<file path="src/rtl/esp_trees_pkg.sv">
// Shared types and constants for the ESP tree-ensemble DMA scheduler.
// Holds the FSM state encoding, DMA size codes and the burst sizing helper.
package esp_trees_pkg;

  localparam int N_TREES          = 128;
  localparam int N_NODES          = 256;
  localparam int N_FEATURE        = 32;
  localparam int MAX_BURST        = 64;
  localparam int BEATS_PER_SAMPLE = N_FEATURE / 2;

  localparam logic [31:0] TREE_BEATS = 32'(N_TREES * N_NODES);
  localparam logic [2:0]  SIZE_WORD  = 3'd2;
  localparam logic [2:0]  SIZE_DWORD = 3'd3;

  typedef enum logic [3:0] {
    IDLE,
    TREE_REQ,
    TREE_DATA,
    FEAT_REQ,
    FEAT_DATA,
    RUN,
    WR_REQ,
    WR_DATA,
    DONE
  } state_t;

  function automatic logic [6:0] burstOf(input logic [31:0] remaining);
    return (remaining > 32'(MAX_BURST)) ? 7'(MAX_BURST) : remaining[6:0];
  endfunction

endpackage

</file>
<file path="src/rtl/esp_trees_dma_req.sv">
// DMA control-channel request register: captures a request one cycle after
// i_req rises and holds it stable until the valid/ready handshake completes.
module esp_trees_dma_req (
  input  logic        clk,
  input  logic        rst_n,
  input  logic        i_req,
  input  logic [31:0] i_index,
  input  logic [31:0] i_length,
  input  logic [2:0]  i_size,
  input  logic        i_ready,
  output logic        o_valid,
  output logic [31:0] o_index,
  output logic [31:0] o_length,
  output logic [2:0]  o_size,
  output logic        o_fire
);

  logic        r_valid;
  logic [31:0] r_index;
  logic [31:0] r_length;
  logic [2:0]  r_size;

  assign o_fire   = r_valid & i_ready;
  assign o_valid  = r_valid;
  assign o_index  = r_index;
  assign o_length = r_length;
  assign o_size   = r_size;

  // Fields read back as zero whenever no request is outstanding.
  always_ff @(posedge clk or negedge rst_n) begin
    if (!rst_n) begin
      r_valid  <= 1'b0;
      r_index  <= '0;
      r_length <= '0;
      r_size   <= '0;
    end else if (o_fire) begin
      r_valid  <= 1'b0;
      r_index  <= '0;
      r_length <= '0;
      r_size   <= '0;
    end else if (i_req && !r_valid) begin
      r_valid  <= 1'b1;
      r_index  <= i_index;
      r_length <= i_length;
      r_size   <= i_size;
    end
  end

endmodule

</file>
<file path="src/rtl/esp_trees_sched.sv">
// Job scheduler for the tree-ensemble accelerator: sequences tree loading and
// burst-wise feature read, core run and result write-back over DMA.
module esp_trees_sched (
  input  logic        clk,
  input  logic        rst_n,
  input  logic        i_conf_done,
  input  logic        i_load_trees,
  input  logic [31:0] i_n_samples,
  input  logic [31:0] i_rd_base,
  input  logic [31:0] i_wr_base,
  output logic        o_dma_read_ctrl_valid,
  input  logic        i_dma_read_ctrl_ready,
  output logic [31:0] o_dma_read_ctrl_data_index,
  output logic [31:0] o_dma_read_ctrl_data_length,
  output logic [2:0]  o_dma_read_ctrl_data_size,
  input  logic        i_dma_read_chnl_valid,
  input  logic        i_core_rd_ready,
  output logic        o_dma_read_chnl_ready,
  output logic        o_core_start,
  output logic [6:0]  o_core_burst_len,
  output logic        o_core_load_trees,
  input  logic        i_core_done,
  output logic        o_dma_write_ctrl_valid,
  input  logic        i_dma_write_ctrl_ready,
  output logic [31:0] o_dma_write_ctrl_data_index,
  output logic [31:0] o_dma_write_ctrl_data_length,
  output logic [2:0]  o_dma_write_ctrl_data_size,
  input  logic        i_wr_beat,
  output logic        o_acc_done,
  output logic        o_busy
);

  import esp_trees_pkg::*;

  state_t      r_state;
  logic [15:0] r_beatCnt;
  logic [31:0] r_featOff;
  logic [31:0] r_sampOff;
  logic [31:0] r_remaining;
  logic [6:0]  r_burst;
  logic [31:0] r_rdBase;
  logic [31:0] r_wrBase;
  logic        r_coreStart;
  logic [6:0]  r_coreBurstLen;
  logic        r_coreLoadTrees;
  logic        r_accDone;

  logic        w_rdFire;
  logic        w_wrFire;
  logic        w_rdBeat;
  logic [15:0] w_cntNext;
  logic [15:0] w_featBeats;
  logic [31:0] w_remNext;
  logic        w_rdReq;
  logic [31:0] w_rdIndex;
  logic [31:0] w_rdLength;

  assign w_featBeats = 16'(r_burst) * 16'(BEATS_PER_SAMPLE);
  assign w_cntNext   = r_beatCnt + 16'd1;
  assign w_remNext   = r_remaining - 32'(r_burst);
  assign w_rdBeat    = i_dma_read_chnl_valid & o_dma_read_chnl_ready;
  assign w_rdReq     = (r_state == TREE_REQ) | (r_state == FEAT_REQ);
  assign w_rdIndex   = (r_state == TREE_REQ) ? r_rdBase : r_rdBase + r_featOff;
  assign w_rdLength  = (r_state == TREE_REQ) ? TREE_BEATS : 32'(w_featBeats);

  assign o_dma_read_chnl_ready = i_core_rd_ready &
                                 ((r_state == TREE_DATA) | (r_state == FEAT_DATA));
  assign o_core_start      = r_coreStart;
  assign o_core_burst_len  = r_coreBurstLen;
  assign o_core_load_trees = r_coreLoadTrees;
  assign o_acc_done        = r_accDone;
  assign o_busy            = (r_state != IDLE);

  esp_trees_dma_req u_rdReq (
    .clk      (clk),
    .rst_n    (rst_n),
    .i_req    (w_rdReq),
    .i_index  (w_rdIndex),
    .i_length (w_rdLength),
    .i_size   (SIZE_DWORD),
    .i_ready  (i_dma_read_ctrl_ready),
    .o_valid  (o_dma_read_ctrl_valid),
    .o_index  (o_dma_read_ctrl_data_index),
    .o_length (o_dma_read_ctrl_data_length),
    .o_size   (o_dma_read_ctrl_data_size),
    .o_fire   (w_rdFire)
  );

  esp_trees_dma_req u_wrReq (
    .clk      (clk),
    .rst_n    (rst_n),
    .i_req    (r_state == WR_REQ),
    .i_index  (r_wrBase + r_sampOff),
    .i_length (32'(r_burst)),
    .i_size   (SIZE_WORD),
    .i_ready  (i_dma_write_ctrl_ready),
    .o_valid  (o_dma_write_ctrl_valid),
    .o_index  (o_dma_write_ctrl_data_index),
    .o_length (o_dma_write_ctrl_data_length),
    .o_size   (o_dma_write_ctrl_data_size),
    .o_fire   (w_wrFire)
  );

  always_ff @(posedge clk or negedge rst_n) begin
    if (!rst_n) begin
      r_state         <= IDLE;
      r_beatCnt       <= '0;
      r_featOff       <= '0;
      r_sampOff       <= '0;
      r_remaining     <= '0;
      r_burst         <= '0;
      r_rdBase        <= '0;
      r_wrBase        <= '0;
      r_coreStart     <= 1'b0;
      r_coreBurstLen  <= '0;
      r_coreLoadTrees <= 1'b0;
      r_accDone       <= 1'b0;
    end else begin
      r_coreStart <= 1'b0;
      r_accDone   <= 1'b0;
      case (r_state)
        IDLE: begin
          r_beatCnt <= '0;
          if (i_conf_done) begin
            r_rdBase    <= i_rd_base;
            r_wrBase    <= i_wr_base;
            r_featOff   <= '0;
            r_sampOff   <= '0;
            r_remaining <= i_n_samples;
            r_burst     <= burstOf(i_n_samples);
            if (i_load_trees)             r_state <= TREE_REQ;
            else if (i_n_samples != 32'd0) r_state <= FEAT_REQ;
            else                           r_state <= DONE;
          end
        end
        TREE_REQ: if (w_rdFire) begin
          r_state         <= TREE_DATA;
          r_coreLoadTrees <= 1'b1;
        end
        TREE_DATA: if (w_rdBeat) begin
          r_beatCnt <= w_cntNext;
          if (w_cntNext == 16'(TREE_BEATS)) begin
            r_beatCnt       <= '0;
            r_coreLoadTrees <= 1'b0;
            r_state         <= DONE;
          end
        end
        FEAT_REQ: if (w_rdFire) r_state <= FEAT_DATA;
        FEAT_DATA: if (w_rdBeat) begin
          r_beatCnt <= w_cntNext;
          if (w_cntNext == w_featBeats) begin
            r_beatCnt      <= '0;
            r_coreStart    <= 1'b1;
            r_coreBurstLen <= r_burst;
            r_state        <= RUN;
          end
        end
        RUN: if (i_core_done) r_state <= WR_REQ;
        WR_REQ: if (w_wrFire) r_state <= WR_DATA;
        // Offsets advance only once the whole burst has been written back.
        WR_DATA: if (i_wr_beat) begin
          r_beatCnt <= w_cntNext;
          if (w_cntNext == 16'(r_burst)) begin
            r_beatCnt   <= '0;
            r_featOff   <= r_featOff + 32'(w_featBeats);
            r_sampOff   <= r_sampOff + 32'(r_burst);
            r_remaining <= w_remNext;
            r_burst     <= burstOf(w_remNext);
            r_state     <= (w_remNext != 32'd0) ? FEAT_REQ : DONE;
          end
        end
        DONE: begin
          r_accDone <= 1'b1;
          r_state   <= IDLE;
        end
        default: r_state <= IDLE;
      endcase
    end
  end

endmodule

</file>
<file path="config.mk">
export PLATFORM = sky130hd
export DESIGN_NAME = esp_trees_sched
export DESIGN_NICKNAME = d
export VERILOG_FILES = /design/src/rtl/esp_trees_pkg.sv /design/src/rtl/esp_trees_dma_req.sv /design/src/rtl/esp_trees_sched.sv
export SDC_FILE = /design/constraint.sdc
export NUM_CORES = 1
export LEC_CHECK = 0
export ABC_AREA = 1
export BUFFER_PORTS_ARGS = -buffer_cell sky130_fd_sc_hd__buf_4
export CORE_AREA = 5 5 188 235
export DETAILED_ROUTE_END_ITERATION = 6
export DIE_AREA = 0 0 193 240
export PLACE_DENSITY = 0.75
export SYNTH_ARGS = -nofsm -noshare
export SYNTH_HDL_FRONTEND = slang
export SYNTH_SLANG_ARGS = --single-unit
</file>
<file path="constraint.sdc">
create_clock -name clk -period 2.7 [get_ports clk]
set_clock_uncertainty 0.15 [all_clocks]
set_input_delay 0.675 -clock clk [delete_from_list [all_inputs] [get_ports clk]]
set_output_delay 0.675 -clock clk [all_outputs]
set_load 0.01 [all_outputs]
</file>
==> metrics.yaml <==
critical_path:
  critPathKind: "reg -> reg"
  reg2reg_from: "r_beatCnt[1]$_DFFE_PN0P_"
  r2r_cells: 16
  cp_max_fo: 14
  worst-r2r-setup-slack_ns: -0.13
  cp-start-kind: "register"
  endpoint_kind: "register"
  reg2reg_to: "r_remaining[17]$_DFFE_PN0P_"
  crit_required_ns: 3.05
  critPathArrivalTime_ns: 3.19
synth:
  syn_inst: 2687
  synth-main-ff-cell: "dfrtp_1"
  yosys_warnings: 0
  synth_cell_type_count: 53
  avgSynthCellArea_sq_um: 7.17
  netlist_area_sq_mm: 0.0193
  synth_seq_area_share: 0.356
  synth_edf_count: 0
  ys_seq_elements: 274
  async_reset_ff_frac: 1.00
cts:
  cts_buffers: 30
  clkTransAtPathRegs_ns: 0.07
  h-tree-depth: 1
  cts_tree: "yes"
  cts_sinks: 274
  clock_path_buffers: 3
  cts_root_buf: "clkbuf_16"
  clk_latency_ns: 0.58
sta:
  tightest_slew_ns: 0.699
  drv_slew: 0
  fin_crit_ns: 2.83
  rsz0062_at_grt: "true"
  finalCritPeriodShare: 1.05
  relSlewSlack: 0.534
  setup_violations: 56
  hold-worst-slack_ns: 0.174
  hold_viol: 0
  fin_ws_ns: -0.133
  max_freq_mhz: 353
finish:
  nets: 3259
  drive_gt1_frac: 0.239
  n_antenna_cell: 0
  seq_area_sq_mm: 0.00686
  multiInputGateArea_sq_mm: 0.0115
  fill_cells: 3862
  area_growth_pct: 28.7
global_route:
  grt_pass1_vias: 19700
  grt-ovfl-total: 0
  grt_max_degree: 61
  grtUsageTotal: 0.272
  antenna_found_initial: 1
  grt_pass1_wl_mm: 101
outcome:
  status: "finished, violations left"
  violations: "negative setup slack"
hold_path:
  hold_class: "in -> reg"
  hold_path_end: "r_wrBase[7]$_DFFE_PN0P_"
  min_from: "i_wr_base[7]"
  min_delay_path_depth: 2
placement:
  hpwlAfterDp_mm: 49.1
  routabilityCongestion: 1.00
  port_buffers: 201
routing:
  vias_per_cell: 5.50
  vias: 20100
  wl_per_cell_um: 18.2
  detail-route-antenna-nets: 0
  drt_iter0_markers: 1323
  dr.pass1.iters: 5
  wl_mm: 66.6
  remaining_drc_errors: 0
power:
  power_uw: 25900
  max-vdd-ir-drop_mv: 0.662
  power.density_mw_per_mm2: 1050
  leakagePower_uw: 0.0123
floorplanning:
  rows: 84
  coreArea_sq_mm: 0.0417
  ios: 254
  start_util: 0.462
  die-height_um: 240
  die_w_um: 193
  floorplan.die_area_sq_mm: 0.0463
flow_run:
  cap_violations: 0
==> metrics by stage <==
stage                     setup WS, ns  area, sq um  TNS [ns]  utilization  cells
final                           -0.133        24800     -4.82        0.594   3652
after global routing            -0.257        24800    -14.47        0.594   3652
after CTS                      -0.0254        23900   -0.0550        0.572   3626
after detailed placement        -0.294        22500     -2.26        0.539   3559
after global placement          -0.264        22500     -1.97        0.539   3559
after floorplan                 0.0149        19500         0            -   2738
==> critical path, stage by stage (launching register included) <==
cell and delay, ns:
dfrtp_1 0.37, ha_2 0.20, nand2_2 0.07, nor2_4 0.22, nand3_4 0.16, xor2_2 0.22, nand2_1 0.09, nor2_2 0.09
nand3_2 0.11, nor2_4 0.15, nand2_2 0.09, a21oi_4 0.21, buf_12 0.16, buf_16 0.14, buf_12 0.14, o211ai_2 0.07
o21ai_1 0.09
==> kinds of logic after synthesis <==
| kind of cell | after synthesis | share of synthesized area |
|---|---|---|
| DFF | 274 | 0.356 |
| adders and majority gates | 84 | 0.0561 |
| buffers and inverters | 408 | 0.0946 |
| xor gates and xnor gates | 65 | 0.0296 |
| AOI/OAI and AO/OA | 505 | 0.157 |
| muxes | 40 | 0.0234 |
| and+or+nand+nor | 1310 | 0.283 |
| other | 1 | 0.000195 |
==> cell type report <==
type                       count  area share
multi-input combinational   2056       0.465
sequential                   274       0.277
timing repair buffer         422       0.144
inverter                     285      0.0432
clock buffer                  40      0.0351
tap                          559      0.0282
clock inverter                16     0.00838
==> worst max path at each step <==
stage | from | to | slack (ns) | cells after the start
after global routing | r_beatCnt[1]$_DFFE_PN0P_ | r_remaining[22]$_DFFE_PN0P_ | -0.26 | 16
after global placement | r_remaining[5]$_DFFE_PN0P_ | r_burst[6]$_DFFE_PN0P_ | -0.26 | 19
after floorplan | r_burst[6]$_DFFE_PN0P_ | r_burst[6]$_DFFE_PN0P_ | 0.01 | 14
after detailed placement | r_remaining[5]$_DFFE_PN0P_ | r_burst[6]$_DFFE_PN0P_ | -0.29 | 19
final | r_beatCnt[1]$_DFFE_PN0P_ | r_remaining[17]$_DFFE_PN0P_ | -0.13 | 16
after CTS | r_burst[0]$_DFFE_PN0P_ | r_burst[6]$_DFFE_PN0P_ | -0.03 | 18
==> where the power goes <==
group / internal (uW) / switching, uW
Sequential: 5430 / 1040
Clock: 2650 / 1830
Combinational: 6190 / 8800
==> per-layer routing <==
layer	track usage	up-vias	share of wire
met3	0.0272	238	0.057
li1	-	9606	-
met5	0	-	0
met4	0.145	0	0.066
met2	0.482	780	0.49
met1	0.323	9461	0.39
==> cells in the mapped netlist, drive strengths merged, types with 2 or more instances <==
master  instances  area share
a221oi          2     0.00091
clkbuf         40      0.0078
xnor2          17      0.0077
inv           285       0.056
a31o            2     0.00091
nand3         143       0.038
xor2           48       0.022
a22o            2     0.00091
o21ai         211       0.055
a21oi         165       0.043
o22ai          12      0.0039
o211ai         26       0.012
or2            11      0.0036
a31oi          11      0.0036
o21bai         10      0.0039
nor2          306       0.061
mux2           40       0.023
a21o           12      0.0047
a21boi          2     0.00078
o31ai          37       0.021
buf            83       0.031
nand3b          3      0.0012
o221ai          3      0.0014
o32ai           2     0.00091
ha             80       0.052
dfrtp         274        0.36
fa              4      0.0042
nand4          73       0.024
a211oi          3      0.0012
a32o            3      0.0016
nor4           11      0.0036
nor3           43       0.011
nand2         716        0.14
==> state kept, by name, indices dropped and copies added (netlist names), 4 cells and up <==
name	flops
o_core_burst_len	7
r_beatCnt	16
r_burst	7
r_featOff	28
r_rdBase	32
r_remaining	32
r_sampOff	32
r_state	4
r_wrBase	32
u_rdReq.o_index	32
u_rdReq.o_length	8
u_wrReq.o_index	32
u_wrReq.o_length	7
==> cell usage in the layout (no fill, tap or decap), types with 36 or more instances in the layout <==
cell type,n
nand2_1,678
dfrtp_1,270
o21ai_1,45
nor3_1,40
o21ai_0,149
xor2_1,46
nand3_1,124
conb_1,52
buf_4,387
nor2_1,270
mux2_2,40
clkbuf_16,36
inv_1,271
nand4_1,73
ha_1,70
a21oi_1,142
==> what timing repair did <==
| item | 4_1_cts | 5_1_grt |
|---|---|---|
| hold buffers | 1 | 0 |
| cloned | 2 | 8 |
| endpoints found under the hold margin | 47 | 0 |
| pin swaps | 5 | 32 |
| gates resized for setup | 35 | 186 |
| setup endpoints to repair | 44 | 146 |
| buffers inserted | 8 | 19 |
(Power assumes the default switching activity.)
